[config.mk]
export PLATFORM = sky130hd
export DESIGN_NAME = wb_queue
export DESIGN_NICKNAME = d
export VERILOG_FILES = /design/src/rtl/wb_queue.sv
export SDC_FILE = /design/constraint.sdc
export NUM_CORES = 1
export LEC_CHECK = 0
export BUFFER_PORTS_ARGS = -buffer_cell sky130_fd_sc_hd__buf_2
export CAP_MARGIN = 10
export CORE_ASPECT_RATIO = 1.1
export CORE_UTILIZATION = 49
export CTS_BUF_LIST = sky130_fd_sc_hd__clkbuf_8 sky130_fd_sc_hd__clkbuf_16
export DETAILED_ROUTE_END_ITERATION = 12
export PLACE_DENSITY = 0.81
export SLEW_MARGIN = 20
export SYNTH_ARGS = -nofsm -noshare
export SYNTH_HDL_FRONTEND = slang
export SYNTH_SLANG_ARGS = --single-unit
[constraint.sdc]
create_clock -name clk -period 13.3 [get_ports clk]
set_clock_uncertainty 0.05 [all_clocks]
set_input_delay 1.995 -clock clk [delete_from_list [all_inputs] [get_ports clk]]
set_output_delay 1.995 -clock clk [all_outputs]
set_load 0.05 [all_outputs]
[src/rtl/wb_queue.sv]
// wb_queue -- writeback buffer feeding the register file write port.
//
// Execute-stage results (dst, data) enter through a valid/ready handshake and
// are held in an in-order FIFO. The head entry drains to the register file
// during every write phase (regread low). The buffer also checks the three
// register-read sources against all pending entries. It flags RAW hazards and
// forwards the youngest matching value.
//
// Ports
//   clk, rst_n                 clock, asynchronous active-low reset
//   in_valid/in_ready          producer handshake (in_ready = ~full)
//   in_dst, in_data            result destination register and value
//   regread                    1 = regfile read phase, 0 = write phase
//   regwrite                   write strobe (~empty & ~regread)
//   regwritedst, writedata     head entry, or 0 when empty
//   readregsrc1..3             read sources to compare
//   hazard[2:0]                bit i set when src(i+1) matches a pending entry
//   fwd_a/b/c                  youngest matching data per source, else 0
//   count, full, empty         registered occupancy status
module wb_queue #(
  parameter int DATA_W = 16,
  parameter int ADDR_W = 4,
  parameter int DEPTH  = 4
) (
  input  logic                     clk,
  input  logic                     rst_n,
  input  logic                     in_valid,
  output logic                     in_ready,
  input  logic [ADDR_W-1:0]        in_dst,
  input  logic [DATA_W-1:0]        in_data,
  input  logic                     regread,
  output logic                     regwrite,
  output logic [ADDR_W-1:0]        regwritedst,
  output logic [DATA_W-1:0]        writedata,
  input  logic [ADDR_W-1:0]        readregsrc1,
  input  logic [ADDR_W-1:0]        readregsrc2,
  input  logic [ADDR_W-1:0]        readregsrc3,
  output logic [2:0]               hazard,
  output logic [DATA_W-1:0]        fwd_a,
  output logic [DATA_W-1:0]        fwd_b,
  output logic [DATA_W-1:0]        fwd_c,
  output logic [$clog2(DEPTH):0]   count,
  output logic                     full,
  output logic                     empty
);

  localparam int PTR_W = $clog2(DEPTH);
  localparam int CNT_W = $clog2(DEPTH) + 1;

  logic [ADDR_W-1:0] r_dst  [DEPTH];
  logic [DATA_W-1:0] r_data [DEPTH];
  logic [DEPTH-1:0]  r_vld;
  logic [PTR_W-1:0]  r_head;
  logic [PTR_W-1:0]  r_tail;
  logic [CNT_W-1:0]  r_count;
  logic              r_full;
  logic              r_empty;

  logic              w_push;
  logic              w_pop;
  logic [CNT_W-1:0]  w_count_nxt;
  logic [ADDR_W-1:0] w_src [3];
  logic [DATA_W-1:0] w_fwd [3];
  logic [2:0]        w_hazard;
  logic [PTR_W-1:0]  w_idx;

  // Full is taken from registered state, so a full queue refuses a push even
  // in a cycle where it also pops.
  assign w_push   = in_valid & ~r_full;
  assign w_pop    = ~r_empty & ~regread;

  assign in_ready    = ~r_full;
  assign full        = r_full;
  assign empty       = r_empty;
  assign count       = r_count;
  assign regwrite    = w_pop;
  assign regwritedst = r_empty ? {ADDR_W{1'b0}} : r_dst[r_head];
  assign writedata   = r_empty ? {DATA_W{1'b0}} : r_data[r_head];

  assign w_src[0] = readregsrc1;
  assign w_src[1] = readregsrc2;
  assign w_src[2] = readregsrc3;
  assign hazard   = w_hazard;
  assign fwd_a    = w_fwd[0];
  assign fwd_b    = w_fwd[1];
  assign fwd_c    = w_fwd[2];

  // Next occupancy, used so that full/empty are registered together with count.
  always_comb begin
    w_count_nxt = r_count;
    case ({w_push, w_pop})
      2'b10:   w_count_nxt = r_count + CNT_W'(1'b1);
      2'b01:   w_count_nxt = r_count - CNT_W'(1'b1);
      default: w_count_nxt = r_count;
    endcase
  end

  // Pointer, occupancy and valid-bit state.
  always_ff @(posedge clk or negedge rst_n) begin
    if (!rst_n) begin
      r_head  <= {PTR_W{1'b0}};
      r_tail  <= {PTR_W{1'b0}};
      r_count <= {CNT_W{1'b0}};
      r_full  <= 1'b0;
      r_empty <= 1'b1;
      r_vld   <= {DEPTH{1'b0}};
    end else begin
      r_count <= w_count_nxt;
      r_full  <= (w_count_nxt == CNT_W'(DEPTH));
      r_empty <= (w_count_nxt == {CNT_W{1'b0}});
      // Push and pop never target the same slot: head equals tail only when
      // the queue is empty (no pop) or full (no push).
      if (w_push) begin
        r_tail        <= r_tail + PTR_W'(1'b1);
        r_vld[r_tail] <= 1'b1;
      end
      if (w_pop) begin
        r_head        <= r_head + PTR_W'(1'b1);
        r_vld[r_head] <= 1'b0;
      end
    end
  end

  // Entry storage, written at the tail on each accepted push.
  always_ff @(posedge clk or negedge rst_n) begin
    if (!rst_n) begin
      for (int i = 0; i < DEPTH; i++) begin
        r_dst[i]  <= {ADDR_W{1'b0}};
        r_data[i] <= {DATA_W{1'b0}};
      end
    end else if (w_push) begin
      r_dst[r_tail]  <= in_dst;
      r_data[r_tail] <= in_data;
    end
  end

  // Hazard detection and forwarding. The scan runs from oldest (head) to
  // youngest, so the last match is the youngest one and its data wins. The
  // entry popping this cycle is still valid until the edge.
  always_comb begin
    w_hazard = 3'b000;
    w_idx    = {PTR_W{1'b0}};
    for (int s = 0; s < 3; s++) begin
      w_fwd[s] = {DATA_W{1'b0}};
    end
    for (int s = 0; s < 3; s++) begin
      for (int i = 0; i < DEPTH; i++) begin
        w_idx = r_head + PTR_W'(i);
        if (r_vld[w_idx] && (r_dst[w_idx] == w_src[s])) begin
          w_hazard[s] = 1'b1;
          w_fwd[s]    = r_data[w_idx];
        end else begin
          w_fwd[s]    = w_fwd[s];
        end
      end
    end
  end

endmodule

==> results.ini <==
[run_status]
status=complete, no violations

[global_route]
use_met1_pct=36.6
grt_pass1_vias=6548
grt_pass1_wl_um=36600
grt_overflow=0
antenna_found_initial=3
use_met3_pct=6.39
grt_usage_pct=26.9
grt_max_degree=89
top_usage_layer=met2
use_met2_pct=41.1

[synthesis]
syn_inst=726
synth-seq-cells=93
avgSynthCellArea_sq_um=11.4
synth_top_flop_cell=dfrtp_1
ys_warn_count=0
synth_edf_count=0
ys_seq_area_share_pct=28.1
netlist_area_sq_mm=0.00829
syn_nets=772
netlist-cell-type-count=53
async_reset_ff_share_pct=100

[clock_tree]
cts_setup_buffers=0
post_cts_resized=0
hold_buffers=0
cts_buffers=9
cts.clk_slew.worst_paths_ns=0.07
cts_buffer_depth=2
tritoncts=done
cts_root_buf=clkbuf_16
htree_num_levels=3
clk_latency_ns=0.35
clock_sinks=93

[worst_setup_path]
crit_slowest_cell=dfrtp_4
start_kind=flop
crit_path_max_fanout=44
required_ns=11.26
max_stage_delay_ns=0.88
crit_family=simple AND/OR/NAND/NOR gates
cp-end-kind=primary output
arrival_ns=5.20
path_buf_inv=3
path_cells=inv_1 > ha_2 > buf_4 > mux4_2 > xnor2_1 > and3_1 > and2_1 > a21oi_1 > o221ai_1 > buf_2
critPathKind=flop to primary output

[finish]
area_growth_pct=10.3
finish.net_count=840
drive_gt1_share_pct=42.9

[timing]
period_minus_slack_ns=7.25
fmax_mhz=138
hold_viol=0
drv_slew=0
setup_tns_ns=0
rsz0062_at_grt=false
setup_viol=0
fin_crit_sh_pct=54.5
fin_ws_ns=6.05
slew-limit-headroom_pct=25.3
tightest_slew_ns=1.12

[floorplanning]
start_util_pct=50.4
fp-row-count=49
io_pins=114
core-area_sq_mm=0.0164
die_w_um=126
die_h_um=138
dieArea_sq_mm=0.0174

[placed_design]
place_ws_ns=6.42
dp_hpwl_um=16900
gp_congestion=0.907
portBuffers=113

[route]
drt-wirelength-per-cell_um=22.8
vias=6699
avgViaCountPerCell=6.67
drt_iter0_markers=786
wl_um=22900
dr.pass1.iters=6
route.detailed.drc=0
ant_nets=0

[job]
drv_cap=0

[hold_path]
hold_class=flop to flop

==> through the flow <==
step	instances	cell area, sq um	hold WS (ns)	utilization [%]
2_1_floorplan	726	8290	0.473	-
3_3_place_gp	987	8820	0.450	53.7
3_5_place_dp	987	8820	0.441	53.7
4_1_cts	1003	9130	0.461	55.5
5_1_grt	1003	9130	0.480	55.6
6_report	1005	9140	0.459	55.6
==> Yosys cell counts, types with 3 or more instances <==
cell / instances / area (sq um)
dfrtp_1: 92 / 2300
mux4_2: 81 / 1820
xnor2_2: 11 / 179
o21ai_1: 15 / 75.1
nor2b_1: 22 / 138
buf_2: 13 / 65.1
ha_1: 9 / 113
xnor2_1: 28 / 245
o221ai_1: 16 / 140
nand3_1: 3 / 15.0
buf_4: 8 / 60.1
inv_1: 27 / 101
mux2_2: 80 / 901
xor2_1: 14 / 123
a211oi_1: 7 / 52.6
a21oi_1: 23 / 115
clkbuf_1: 30 / 113
mux4_1: 3 / 78.8
a221oi_1: 20 / 175
buf_6: 8 / 90.1
o21ai_0: 19 / 95.1
nand2_1: 70 / 263
a211oi_2: 9 / 113
and2_1: 4 / 25.0
nor2_1: 54 / 203
a221oi_2: 11 / 165
buf_1: 3 / 11.3
mux2i_1: 16 / 160
==> placed cells by master, fill, tap and decap left out, types with 3 or more instances in the layout <==
master,synthesis,layout
o221ai_1,16,16
nor2_1,54,53
xor2_1,14,14
mux2_2,80,80
nand3_1,3,3
o21ai_0,19,19
dfrtp_1,92,91
nor2b_1,22,22
nand2_1,70,70
xnor2_2,11,11
xnor2_1,28,28
a221oi_1,20,20
clkbuf_16,0,9
mux4_1,3,3
buf_4,8,7
o21ai_1,15,15
mux2i_1,16,16
and2_1,4,4
a221oi_2,11,11
ha_1,9,8
a211oi_1,7,7
mux4_2,81,81
buf_2,13,112
inv_1,27,28
a211oi_2,9,9
a21oi_1,23,23
==> layer usage <==
layer	part of all wire, %	wire length [um]	vias to the layer above
met5	0.048	11	-
met4	3.9	887	2
met3	9.7	2230	62
met2	47	10700	409
met1	40	9120	3334
li1	-	-	2892
==> worst register-to-register path: stages, from the launching register on <==
cell     delay [ns]
dfrtp_1        0.40
nor2b_1        0.65
nand2_1        0.89
mux2_2         0.57
==> path summary, 6_finish.rpt <==
| check | from | depth (start not counted) | end | slack [ns] |
|---|---|---|---|---|
| min reg2reg | count[2] | 1 | count[2] | 0.46 |
| max reg2reg | full | 3 | r_data[24] | 10.63 |
| min in group asynchronous | rst_n | 1 | count[2] | 1.40 |
| max | r_head[0] | 10 | fwd_b[8] | 6.05 |
| max in group asynchronous | rst_n | 2 | r_head[0] | 10.82 |
| min | count[2] | 1 | count[2] | 0.46 |
==> cell families after synthesis <==
logic type / Yosys count / synth area share, %
buffers and inverters: 90 / 5.50
xor gates and xnor gates: 53 / 6.60
muxes: 180 / 35.8
and+or+nand+nor: 174 / 10.4
adders and majority gates: 10 / 1.60
DFF: 93 / 28.1
AOI/OAI and AO/OA: 126 / 12.0
==> sequential cells by signal, indices dropped and copies added (netlist names) <==
register  count
r_head        2
r_tail        2
count         3
full          1
r_data       64
r_dst        16
r_vld         4
empty         1
==> cell type report <==
class	count	area, sq um
Clock inverter	6	63.8
Multi-Input combinational cell	543	5520
Antenna cell	2	5.00
Timing Repair Buffer	120	624
Fill cell	1343	7290
Clock buffer	10	239
Inverter	27	101
Tap cell	204	255
Sequential cell	93	2330
Power is not shown: default switching activity piles up to over one toggle a cycle in this logic, so the estimate is an artifact.
